==> src/rtl/im_loader.sv <==
// im_loader: UART frame loader that streams a length-prefixed byte image into instruction memory
// Frame: 0xA5, LEN_HI, LEN_LO, N data bytes, then an XOR checksum byte when LOADER_CHECKSUM_EN is defined.
module im_loader #(
  parameter int unsigned MEM_SIZE       = 5,
  parameter int unsigned TIMEOUT_CYCLES = 1000000
) (
  input  logic        clk,
  input  logic        rst_n,
  input  logic        rx_valid,
  input  logic [7:0]  rx_data,
  input  logic [31:0] pc,
  output logic        prog_mode,
  output logic        wr_en,
  output logic [7:0]  data_out,
  output logic [31:0] addr_out,
  output logic        load_done,
  output logic        load_err,
  output logic        ack_valid,
  output logic [7:0]  ack_data
);
  localparam int unsigned CAP = MEM_SIZE * 1024;
  localparam int TW = $clog2(TIMEOUT_CYCLES + 1);
  localparam logic [TW-1:0] TO_MAX = TW'(TIMEOUT_CYCLES);
  localparam logic [7:0] SYNC = 8'hA5;
  localparam logic [7:0] ACK  = 8'h06;
  localparam logic [7:0] NAK  = 8'h15;
  typedef enum logic [2:0] {
    S_IDLE,
    S_LEN_HI,
    S_LEN_LO,
    S_DATA,
`ifdef LOADER_CHECKSUM_EN
    S_CHECK,
`endif
    S_DONE,
    S_ERROR
  } state_t;
`ifdef LOADER_CHECKSUM_EN
  localparam state_t S_FIN = S_CHECK;
`else
  localparam state_t S_FIN = S_DONE;
`endif
  state_t        r_state, w_next;
  logic [15:0]   r_len, r_rcv;
  logic [31:0]   r_addr;
  logic [TW-1:0] r_to;
  logic          r_prog, r_wr_en, r_done, r_err, r_ack_v;
  logic [7:0]    r_data, r_ack_d;
  logic [15:0]   w_len;
  logic          w_sync, w_busy, w_timeout;
`ifdef LOADER_CHECKSUM_EN
  logic [7:0]    r_csum;
`endif
  assign w_len     = {r_len[7:0], rx_data};
  assign w_sync    = r_state == S_IDLE && rx_valid && rx_data == SYNC;
  assign w_busy    = r_state == S_LEN_HI || r_state == S_LEN_LO || r_state == S_DATA
`ifdef LOADER_CHECKSUM_EN
                     || r_state == S_CHECK
`endif
                     ;
  assign w_timeout = !rx_valid && r_to == TO_MAX;
  // State register
  always_ff @(posedge clk or negedge rst_n) begin
    if (!rst_n) r_state <= S_IDLE;
    else        r_state <= w_next;
  end
  // Next-state logic; bytes arriving in DONE/ERROR are dropped
  always_comb begin
    w_next = r_state;
    case (r_state)
      S_IDLE:   w_next = w_sync ? S_LEN_HI : S_IDLE;
      S_LEN_HI: w_next = rx_valid ? S_LEN_LO : w_timeout ? S_ERROR : S_LEN_HI;
      S_LEN_LO: w_next = rx_valid ? ((32'(w_len) > CAP) ? S_ERROR : (w_len == 16'd0) ? S_FIN : S_DATA)
                                  : w_timeout ? S_ERROR : S_LEN_LO;
      S_DATA:   w_next = (rx_valid && r_rcv == r_len - 16'd1) ? S_FIN : w_timeout ? S_ERROR : S_DATA;
`ifdef LOADER_CHECKSUM_EN
      S_CHECK:  w_next = rx_valid ? ((rx_data == r_csum) ? S_DONE : S_ERROR) : w_timeout ? S_ERROR : S_CHECK;
`endif
      default:  w_next = S_IDLE;
    endcase
  end
  // Inter-byte idle counter, saturating at the timeout limit
  always_ff @(posedge clk or negedge rst_n) begin
    if (!rst_n)                  r_to <= '0;
    else if (rx_valid || !w_busy) r_to <= '0;
    else if (r_to != TO_MAX)     r_to <= r_to + TW'(1);
  end
  // Datapath: length capture, byte writes, address advance, status and ack
  always_ff @(posedge clk or negedge rst_n) begin
    if (!rst_n) begin
      r_prog  <= 1'b0;
      r_wr_en <= 1'b0;
      r_data  <= '0;
      r_addr  <= '0;
      r_len   <= '0;
      r_rcv   <= '0;
      r_done  <= 1'b0;
      r_err   <= 1'b0;
      r_ack_v <= 1'b0;
      r_ack_d <= '0;
`ifdef LOADER_CHECKSUM_EN
      r_csum  <= '0;
`endif
    end else begin
      r_wr_en <= r_state == S_DATA && rx_valid;
      if (r_state == S_DATA && rx_valid) begin
        r_data <= rx_data;
        r_rcv  <= r_rcv + 16'd1;
`ifdef LOADER_CHECKSUM_EN
        r_csum <= r_csum ^ rx_data;
`endif
      end
      if (r_wr_en) r_addr <= r_addr + 32'd1;
      if ((r_state == S_LEN_HI || r_state == S_LEN_LO) && rx_valid) r_len <= w_len;
      if (w_sync) begin
        r_prog <= 1'b1;
        r_addr <= '0;
        r_rcv  <= '0;
`ifdef LOADER_CHECKSUM_EN
        r_csum <= '0;
`endif
      end
      if (r_state == S_DONE || r_state == S_ERROR) r_prog <= 1'b0;
      r_done  <= w_next == S_DONE;
      r_ack_v <= w_next == S_DONE || w_next == S_ERROR;
      if (w_next == S_DONE)  r_ack_d <= ACK;
      if (w_next == S_ERROR) r_ack_d <= NAK;
      r_err   <= (w_next == S_ERROR) ? 1'b1 : w_sync ? 1'b0 : r_err;
    end
  end
  assign prog_mode = r_prog;
  assign wr_en     = r_wr_en;
  assign data_out  = r_data;
  assign addr_out  = r_prog ? r_addr : pc;
  assign load_done = r_done;
  assign load_err  = r_err;
  assign ack_valid = r_ack_v;
  assign ack_data  = r_ack_d;
endmodule

==> config.mk <==
export PLATFORM = sky130hd
export DESIGN_NAME = im_loader
export DESIGN_NICKNAME = d
export VERILOG_FILES = /design/src/rtl/im_loader.sv
export SDC_FILE = /design/constraint.sdc
export NUM_CORES = 1
export LEC_CHECK = 0
export CAP_MARGIN = 10
export CORE_MARGIN = 2
export CORE_UTILIZATION = 49
export CTS_CLUSTER_SIZE = 12
export DETAILED_ROUTE_END_ITERATION = 7
export MAX_ROUTING_LAYER = met4
export PLACE_DENSITY = 0.77
export SYNTH_ARGS = -nofsm -noshare
export SYNTH_HDL_FRONTEND = slang
export SYNTH_SLANG_ARGS = --single-unit
==> constraint.sdc <==
create_clock -name clk -period 2.2 [get_ports clk]
set_input_delay 0.44 -clock clk [delete_from_list [all_inputs] [get_ports clk]]
set_output_delay 0.44 -clock clk [all_outputs]
set_load 0.01 [all_outputs]
==> Flow_metrics.wiki, run 1 <==
{| class="wikitable"
! Metric !! Value
|-
| Final Total Pwr || 7750 uW
|-
| TritonCTS clock tree || built
|-
| Count of distinct cell types in the synthesized netlist || 59
|-
| Number of hold buffers added after CTS || 0
|-
| Filler cell count || 884
|-
| RePlAce Congestion || 0.947
|-
| Detailed-route wire length per cell || 16.4 um
|-
| Crit-path max FO || 4
|-
| Dominant register cell in the synthesized netlist || sky130_fd_sc_hd__dfrtp_1
|-
| Drt pass-1 iters || 6
|-
| Number of buffers on the longest clock path || 2
|-
| Antenna viol nets, final || 0
|-
| Antenna fix cells || 0
|-
| Worst clock skew on the final layout || 4.80 ps
|-
| Floorplan Core Area || 11500 sq um
|-
| Final setup fails || 9
|-
| Number of global-route vias before repair || 5212
|-
| Global route overflow || 0
|-
| Area growth, synth to finish || 33.9%
|-
| Outcome || complete, but fails checks
|-
| Max Slew Vio Count || 0
|-
| Hold Vio Cnt, Final || 0
|-
| Post-synthesis cell type with the largest combined area || sky130_fd_sc_hd__dfrtp_1
|-
| Final Hold Slack || 41.5 ps
|-
| Area share of the largest cell type after synthesis || 0.441
|-
| Starting DRT DRC Count || 263
|-
| Width of the die || 113 um
|-
| Critical path start-end classification || reg2reg
|-
| Via Count || 5055
|-
| Port bufs || 91
|-
| Cells after Synth || 622
|-
| Insertion delay to the later sink of the worst-skew pair || 350 ps
|-
| Post-synth design cell area || 5840 sq um
|-
| Chip Height || 113 um
|-
| Number of enable-type register cells in the synthesized netlist || 0
|-
| Setup repair after global routing missed its margin || true
|-
| Area of the die || 12800 sq um
|-
| Wire length reported by the detailed router || 15000 um
|-
| Post-route minimum period || 2400 ps
|-
| Worst setup timing slack at the placement stage || -401 ps
|-
| Max IR drop VDD || 480 uV
|-
| Path depth of the worst reg2reg path || 9
|-
| Part of the cycle the worst path needs || 1.09
|-
| Yosys warning count || 0
|-
| Maximum number of pins on one net before global-route repair || 49
|-
| Clk Tree Root Cell || sky130_fd_sc_hd__clkbuf_16
|-
| CP Data Arrival Time || 2630 ps
|-
| Data required time of the worst path || 2430 ps
|-
| Count of maximum capacitance violations || 0
|-
| Endpoint type of the worst setup path || register
|-
| Flip-flop and latch count after synthesis || 103
|-
| Initial antenna violation count || 0
|-
| Total routing usage reported by global routing || 0.251
|-
| HPWL after DPL || 10600 um
|-
| Fraction of registers with async set/reset || 1.00
|-
| Slew at the pin closest to its max-slew limit || 636 ps
|-
| DR vias/cell || 5.54
|-
| Global-route wire length before repair || 25100 um
|-
| Leak pwr || 0.00330 uW
|-
| Standard-cell row count || 39
|-
| Clock Pin Slew Worst Setup and Hold Paths || 70 ps
|-
| Remaining routing DRC violations || 6
|-
| Average cell area after synthesis || 9.39 sq um
|-
| Cell Pwr Density || 991 nW/um^2
|-
| Max Fclk || 0.417 GHz
|-
| Starting Density || 0.507
|-
| Final net count || 813
|-
| Leading post-synthesis cells by cell area || sky130_fd_sc_hd__dfrtp_1, sky130_fd_sc_hd__mux2_2, sky130_fd_sc_hd__xor2_1, sky130_fd_sc_hd__nor2_1, sky130_fd_sc_hd__nand2_1
|-
| Total CTS buffers || 9
|-
| Max-slew headroom at the worst pin || 0.573
|-
| Element type at the critical path start || register
|-
| Violations in the final reports || design-rule violations, negative setup slack
|-
| Share of synthesized area occupied by flip-flops and latches || 0.441
|-
| Fraction of final layout cells sized beyond drive strength 1 || 0.221
|-
| HP Class || in2async
|-
| Crit path setup slack, layout || -200 ps
|-
| Number of I/O pins || 96
|-
| Clock tree sinks || 103
|-
| H-tree Lvls || 3
|}
area by class of cell:
class / count / area, sq um / area share
tap: 143 / 179 / 0.0229
multi-input combinational: 468 / 3190 / 0.408
clock inverter: 5 / 56.3 / 0.00720
inverter: 19 / 71.3 / 0.00912
clock buffer: 11 / 243 / 0.0310
sequential: 103 / 2580 / 0.330
timing repair buffer: 164 / 1500 / 0.192
report_power, final:
part | total, uW | internal (uW) | leakage [uW] | switching (uW)
Sequential | 2730 | 2250 | 0.00124 | 483
Combinational | 3420 | 1750 | 0.00191 | 1660
Clock | 1610 | 914 | 0.000146 | 696
final timing paths:
kind                                   from           to  slack (ps)
worst max-delay path               r_len[0]  ack_data[1]        -200
worst min-delay path                  rst_n     r_rcv[2]          40
worst max register to register     r_len[0]  ack_data[1]        -200
worst min register to register  data_out[6]  data_out[6]         480
max in group asynchronous             rst_n    prog_mode        1540
min in group clk                data_out[6]  data_out[6]         480
per-layer routing:
metal,up-vias,part of all wire,track usage
li1,2429,-,-
met1,2453,0.45,0.326
met2,155,0.49,0.413
met3,18,0.042,0.0364
met4,0,0.014,0.0724
met5,-,0,-
flip-flops by register name, summed over array words and instances, names as in the netlist, 3 cells and up:
name,count
ack_data,3
data_out,8
r_addr,32
r_len,16
r_rcv,16
r_state,3
r_to,20
timing repair:
action / 4_1_cts / 5_1_grt
setup buffers: 2 / 5
endpoints found under the setup margin: 41 / 19
hold endpoints to repair: 0 / 0
gates cloned: 1 / 0
gates resized for setup: 52 / 11
pin swaps: 6 / 6
layout by cell type, fill, tap and decap left out, types with 3 or more instances in the layout:
master,netlist,final
sky130_fd_sc_hd__a21oi_1,15,15
sky130_fd_sc_hd__a31oi_1,3,3
sky130_fd_sc_hd__and3_1,13,13
sky130_fd_sc_hd__and4_1,3,3
sky130_fd_sc_hd__buf_12,0,5
sky130_fd_sc_hd__buf_4,6,68
sky130_fd_sc_hd__clkbuf_16,0,9
sky130_fd_sc_hd__clkdlybuf4s50_1,0,58
sky130_fd_sc_hd__conb_1,1,4
sky130_fd_sc_hd__dfrtp_1,103,100
sky130_fd_sc_hd__dfrtp_2,0,3
sky130_fd_sc_hd__dlygate4sd2_1,0,32
sky130_fd_sc_hd__ha_1,5,3
sky130_fd_sc_hd__inv_1,18,16
sky130_fd_sc_hd__inv_2,1,3
sky130_fd_sc_hd__mux2_2,44,44
sky130_fd_sc_hd__mux2i_1,3,3
sky130_fd_sc_hd__nand2_1,72,72
sky130_fd_sc_hd__nand2b_1,3,3
sky130_fd_sc_hd__nand3_1,33,31
sky130_fd_sc_hd__nand3b_1,5,5
sky130_fd_sc_hd__nand4_1,19,19
sky130_fd_sc_hd__nor2_1,78,77
sky130_fd_sc_hd__nor3_1,10,9
sky130_fd_sc_hd__nor4_1,7,3
sky130_fd_sc_hd__nor4_2,2,3
sky130_fd_sc_hd__nor4_4,1,4
sky130_fd_sc_hd__o21ai_0,22,20
sky130_fd_sc_hd__o221ai_1,3,3
sky130_fd_sc_hd__or3_1,13,13
sky130_fd_sc_hd__xnor2_1,25,25
sky130_fd_sc_hd__xor2_1,45,45
cells in the mapped netlist, types with 5 or more instances:
master and count:
sky130_fd_sc_hd__buf_2 5, sky130_fd_sc_hd__xnor2_1 25, sky130_fd_sc_hd__nand3_1 33, sky130_fd_sc_hd__nor2_1 78, sky130_fd_sc_hd__dfrtp_1 103, sky130_fd_sc_hd__clkbuf_1 20, sky130_fd_sc_hd__ha_1 5, sky130_fd_sc_hd__and3_1 13
sky130_fd_sc_hd__nor4_1 7, sky130_fd_sc_hd__mux2_2 44, sky130_fd_sc_hd__buf_4 6, sky130_fd_sc_hd__nand2_1 72, sky130_fd_sc_hd__o21ai_0 22, sky130_fd_sc_hd__xor2_1 45, sky130_fd_sc_hd__nand3b_1 5, sky130_fd_sc_hd__nand4_1 19
sky130_fd_sc_hd__nor3_1 10, sky130_fd_sc_hd__or3_1 13, sky130_fd_sc_hd__inv_1 18, sky130_fd_sc_hd__a21oi_1 15
critical path, cell delays in order (launching register included):
cell and delay, ps:
sky130_fd_sc_hd__dfrtp_1 390, sky130_fd_sc_hd__inv_2 80, sky130_fd_sc_hd__ha_4 140, sky130_fd_sc_hd__or4b_4 530, sky130_fd_sc_hd__o22ai_4 190, sky130_fd_sc_hd__nand3_2 120
sky130_fd_sc_hd__nor4_4 290, sky130_fd_sc_hd__nand4_4 180, sky130_fd_sc_hd__nor2_1 250, sky130_fd_sc_hd__o32ai_2 110
stage by stage:
step	std cells	setup TNS [ps]	utilization	cell area (sq um)
6_report	913	-1070	0.679	7820
5_1_grt	913	-1850	0.679	7820
4_1_cts	908	-610	0.670	7720
3_5_place_dp	889	-4540	0.637	7330
3_3_place_gp	889	-5470	0.637	7330
2_1_floorplan	625	0	-	5860
cell families after synthesis:
logic type | Yosys count | share of synthesized area
xor gates and xnor gates | 70 | 0.105
AOI/OAI and AO/OA | 62 | 0.0666
other | 1 | 0.000642
DFF | 103 | 0.441
and+or+nand+nor | 280 | 0.244
buffers and inverters | 54 | 0.0422
adders and majority gates | 5 | 0.0107
muxes | 47 | 0.0900
(Power assumes the default switching activity.)
==> run 2: changes to the inputs <==
- CORE_UTILIZATION: 49 -> 54
- PLACE_DENSITY: 0.77 -> 0.81
- clock period: 2.2 -> 2.55 ns (I/O delays scaled with it)
==> run 2 against run 1 <==
Effect of this change:
- the flow now finishes without violations
- clock power down 36%
- non-clock buffer count down 37
- critical path depth unchanged
- hold slack better by 94 ps
- final cell count down 4.8%
- power down 24%
- global-route usage up 0.81 points
- sequential power down 12%
- utilization up 2.3 points
- critical path type unchanged
- largest power group unchanged
- highest routed layer unchanged
==> Flow_metrics.wiki, run 2 (synthesized netlist as in run 1, its figures left out) <==
{| class="wikitable"
! Metric !! Value
|-
| Crit-path max FO || 4 (unchanged)
|-
| Critical path buffers and inverters || 1 (unchanged)
|-
| Reg area || 2580 sq um (-0.15%)
|-
| Global route overflow || 0 (unchanged)
|-
| Standard-cell row count || 37 (-5.1%)
|-
| Initial antenna violation count || 0 (unchanged)
|-
| Number of buffers on the longest clock path || 2 (unchanged)
|-
| Clock Pin Slew Worst Setup and Hold Paths || 100 ps (+30 ps)
|-
| TritonCTS clock tree || built
|-
| Series of cell instances along the critical path || inv_1 -> ha_1 -> or4b_4 -> nor4_1 -> o2111ai_1 -> nand3_1 -> nand4_4 -> o21a_1 -> o32ai_1
|-
| Slowest-stage cell, CP || sky130_fd_sc_hd__or4b_4
|-
| Number of global-route vias before repair || 4868 (-6.6%)
|-
| Global-route wire length before repair || 23300 um (-7.2%)
|-
| Post-route minimum period || 2430 ps (+31.8 ps)
|-
| Worst path top cell family by delay || simple AND/OR/NAND/NOR gates
|-
| Chip Height || 108 um (-4.6%)
|-
| Clock tree sinks || 103 (unchanged)
|-
| Critical path's largest stage delay || 520 ps (about the same)
|-
| Max-slew headroom at the worst pin || 0.546 (-0.0271)
|-
| Starting Density || 0.561 (+0.0536)
|-
| HPWL after DPL || 10200 um (-3.6%)
|-
| Post-CTS repair timing setup buffer count || 0 (-2)
|-
| Standard cell area after detailed placement || 7080 sq um (-3.4%)
|-
| Largest reg by FF count || r_addr
|-
| Element type at the critical path start || register
|-
| Worst setup timing slack at the placement stage || -127 ps (+274 ps)
|-
| Starting DRT DRC Count || 323 (+23%)
|-
| Area growth, synth to finish || 25.3%
|-
| Post-route cell area || 7320 sq um (-6.4%)
|-
| DR vias/cell || 5.73 (+3.5%)
|-
| Setup repair after global routing missed its margin || false
|-
| Filler cell count || 774 (-12%)
|-
| Max Slew Vio Count || 0 (unchanged)
|-
| Part of the cycle the worst path needs || 0.953 (-0.137)
|-
| Total CTS buffers || 9 (unchanged)
|-
| Final Hold Slack || 135 ps (+93.8 ps)
|-
| Max IR drop VDD || 381 uV (-21%)
|-
| Wire length reported by the detailed router || 13900 um (-7.5%)
|-
| Leak pwr || 0.00301 uW (-8.8%)
|-
| Critical path start-end classification || reg2reg
|-
| Maximum number of pins on one net before global-route repair || 45 (-8.2%)
|-
| Most frequent standard cell in the layout excluding fill and tap cells || sky130_fd_sc_hd__dfrtp_1
|-
| Biggest registers after layout || r_addr x32, r_to x20
|-
| Total routing usage reported by global routing || 0.259 (+0.00813)
|-
| CP Data Arrival Time || 2700 ps (+70 ps)
|-
| Crit path setup slack, layout || 119 ps (+318 ps)
|-
| Via Count || 4981 (-1.5%)
|-
| H-tree Lvls || 3 (unchanged)
|-
| Width of the die || 108 um (-4.6%)
|-
| Slew at the pin closest to its max-slew limit || 681 ps (+45.2 ps)
|-
| Outcome || completed
|-
| Floorplan Core Area || 10400 sq um (-9.6%)
|-
| RePlAce Congestion || 0.941 (-0.59%)
|-
| Max Fclk || 0.411 GHz (-1.3%)
|-
| Remaining routing DRC violations || 0 (-6)
|-
| Number of hold buffers added after CTS || 0 (unchanged)
|-
| Detailed-route wire length per cell || 16.0 um (-2.8%)
|-
| Worst clock skew on the final layout || 11.8 ps (+7.03 ps)
|-
| Antenna viol nets, final || 0 (unchanged)
|-
| Cell Pwr Density || 807 nW/um^2 (-19%)
|-
| HP Class || in2async
|-
| Clk Tree Root Cell || sky130_fd_sc_hd__clkbuf_8
|-
| Final net count || 776 (-4.6%)
|-
| Final setup fails || 0 (-9)
|-
| Data required time of the worst path || 2810 ps (+380 ps)
|-
| Area of the die || 11700 sq um (-8.9%)
|-
| Port bufs || 91 (unchanged)
|-
| Antenna fix cells || 0 (unchanged)
|-
| Flip-flop count of the largest register after layout || 32 (unchanged)
|-
| Drt pass-1 iters || 4 (-2)
|-
| Fraction of final layout cells sized beyond drive strength 1 || 0.156 (-0.0653)
|-
| Hold Vio Cnt, Final || 0 (unchanged)
|-
| Number of I/O pins || 96 (unchanged)
|-
| Count of maximum capacitance violations || 0 (unchanged)
|-
| Area of the multi-input gates || 3070 sq um (-3.7%)
|-
| Endpoint type of the worst setup path || register
|-
| Leading cell types in the layout, fill and taps excluded || sky130_fd_sc_hd__dfrtp_1, sky130_fd_sc_hd__clkdlybuf4s50_1, sky130_fd_sc_hd__nor2_1, sky130_fd_sc_hd__nand2_1, sky130_fd_sc_hd__xor2_1
|-
| Insertion delay to the later sink of the worst-skew pair || 360 ps (about the same)
|}
-- run 2: changes by cell type in the layout (fill, tap and decap cells not counted), sizes merged --
cell / previous run / this run
clkdlybuf4s50: 58 / 90
clkinvlp: 1 / 3
buf: 74 / 37
clkbuf: 11 / 10
clkinv: 2 / 1
dlygate4sd2: 32 / 0
-- run 2: cell type report --
class | count | share of cell area
clock inverter | 6 | 0.00940
sequential | 103 | 0.352
multi-input combinational | 468 | 0.420
inverter | 19 | 0.00975
timing repair buffer | 127 | 0.168
clock buffer | 10 | 0.0174
tap | 136 | 0.0233
-- run 2: through the flow --
step	utilization	TNS, ps	instances	power [uW]
6_report	0.702	0	869	5900
5_1_grt	0.702	0	869	6270
4_1_cts	0.700	0	869	5890
3_5_place_dp	0.680	-488	853	4850
3_3_place_gp	0.680	-236	853	4760
2_1_floorplan	-	0	625	3880
-- run 2: report_power, final --
group	switching, uW	total, uW	internal, uW
sequential	464	2390	1930
clock	566	1030	459
combinational	1190	2480	1290
total	2220	5900	3680
-- run 2: worst paths after layout --
kind	startpoint	to	slack, ps	depth (start not counted)
setup / recovery	r_len[1]	ack_data[1]	120	9
hold / removal	rst_n	r_len[3]	140	1
setup reg to reg	r_len[1]	ack_data[1]	120	9
hold reg to reg	data_out[5]	data_out[5]	480	2
max in group asynchronous	rst_n	wr_en	1700	2
min in group clk	data_out[5]	data_out[5]	480	2
-- run 2: timing repair --
action,CTS,global route
gates resized for setup,1,5
setup endpoints to repair,2,6
pin swaps,0,3
-- run 2: metal layers --
layer  global-route usage  vias up  share of wire
li1                     -     2356              -
met1                0.339     2415           0.44
met2                0.425      183           0.50
met3               0.0307       27          0.044
met4               0.0824        0          0.019
met5                    -        -              0
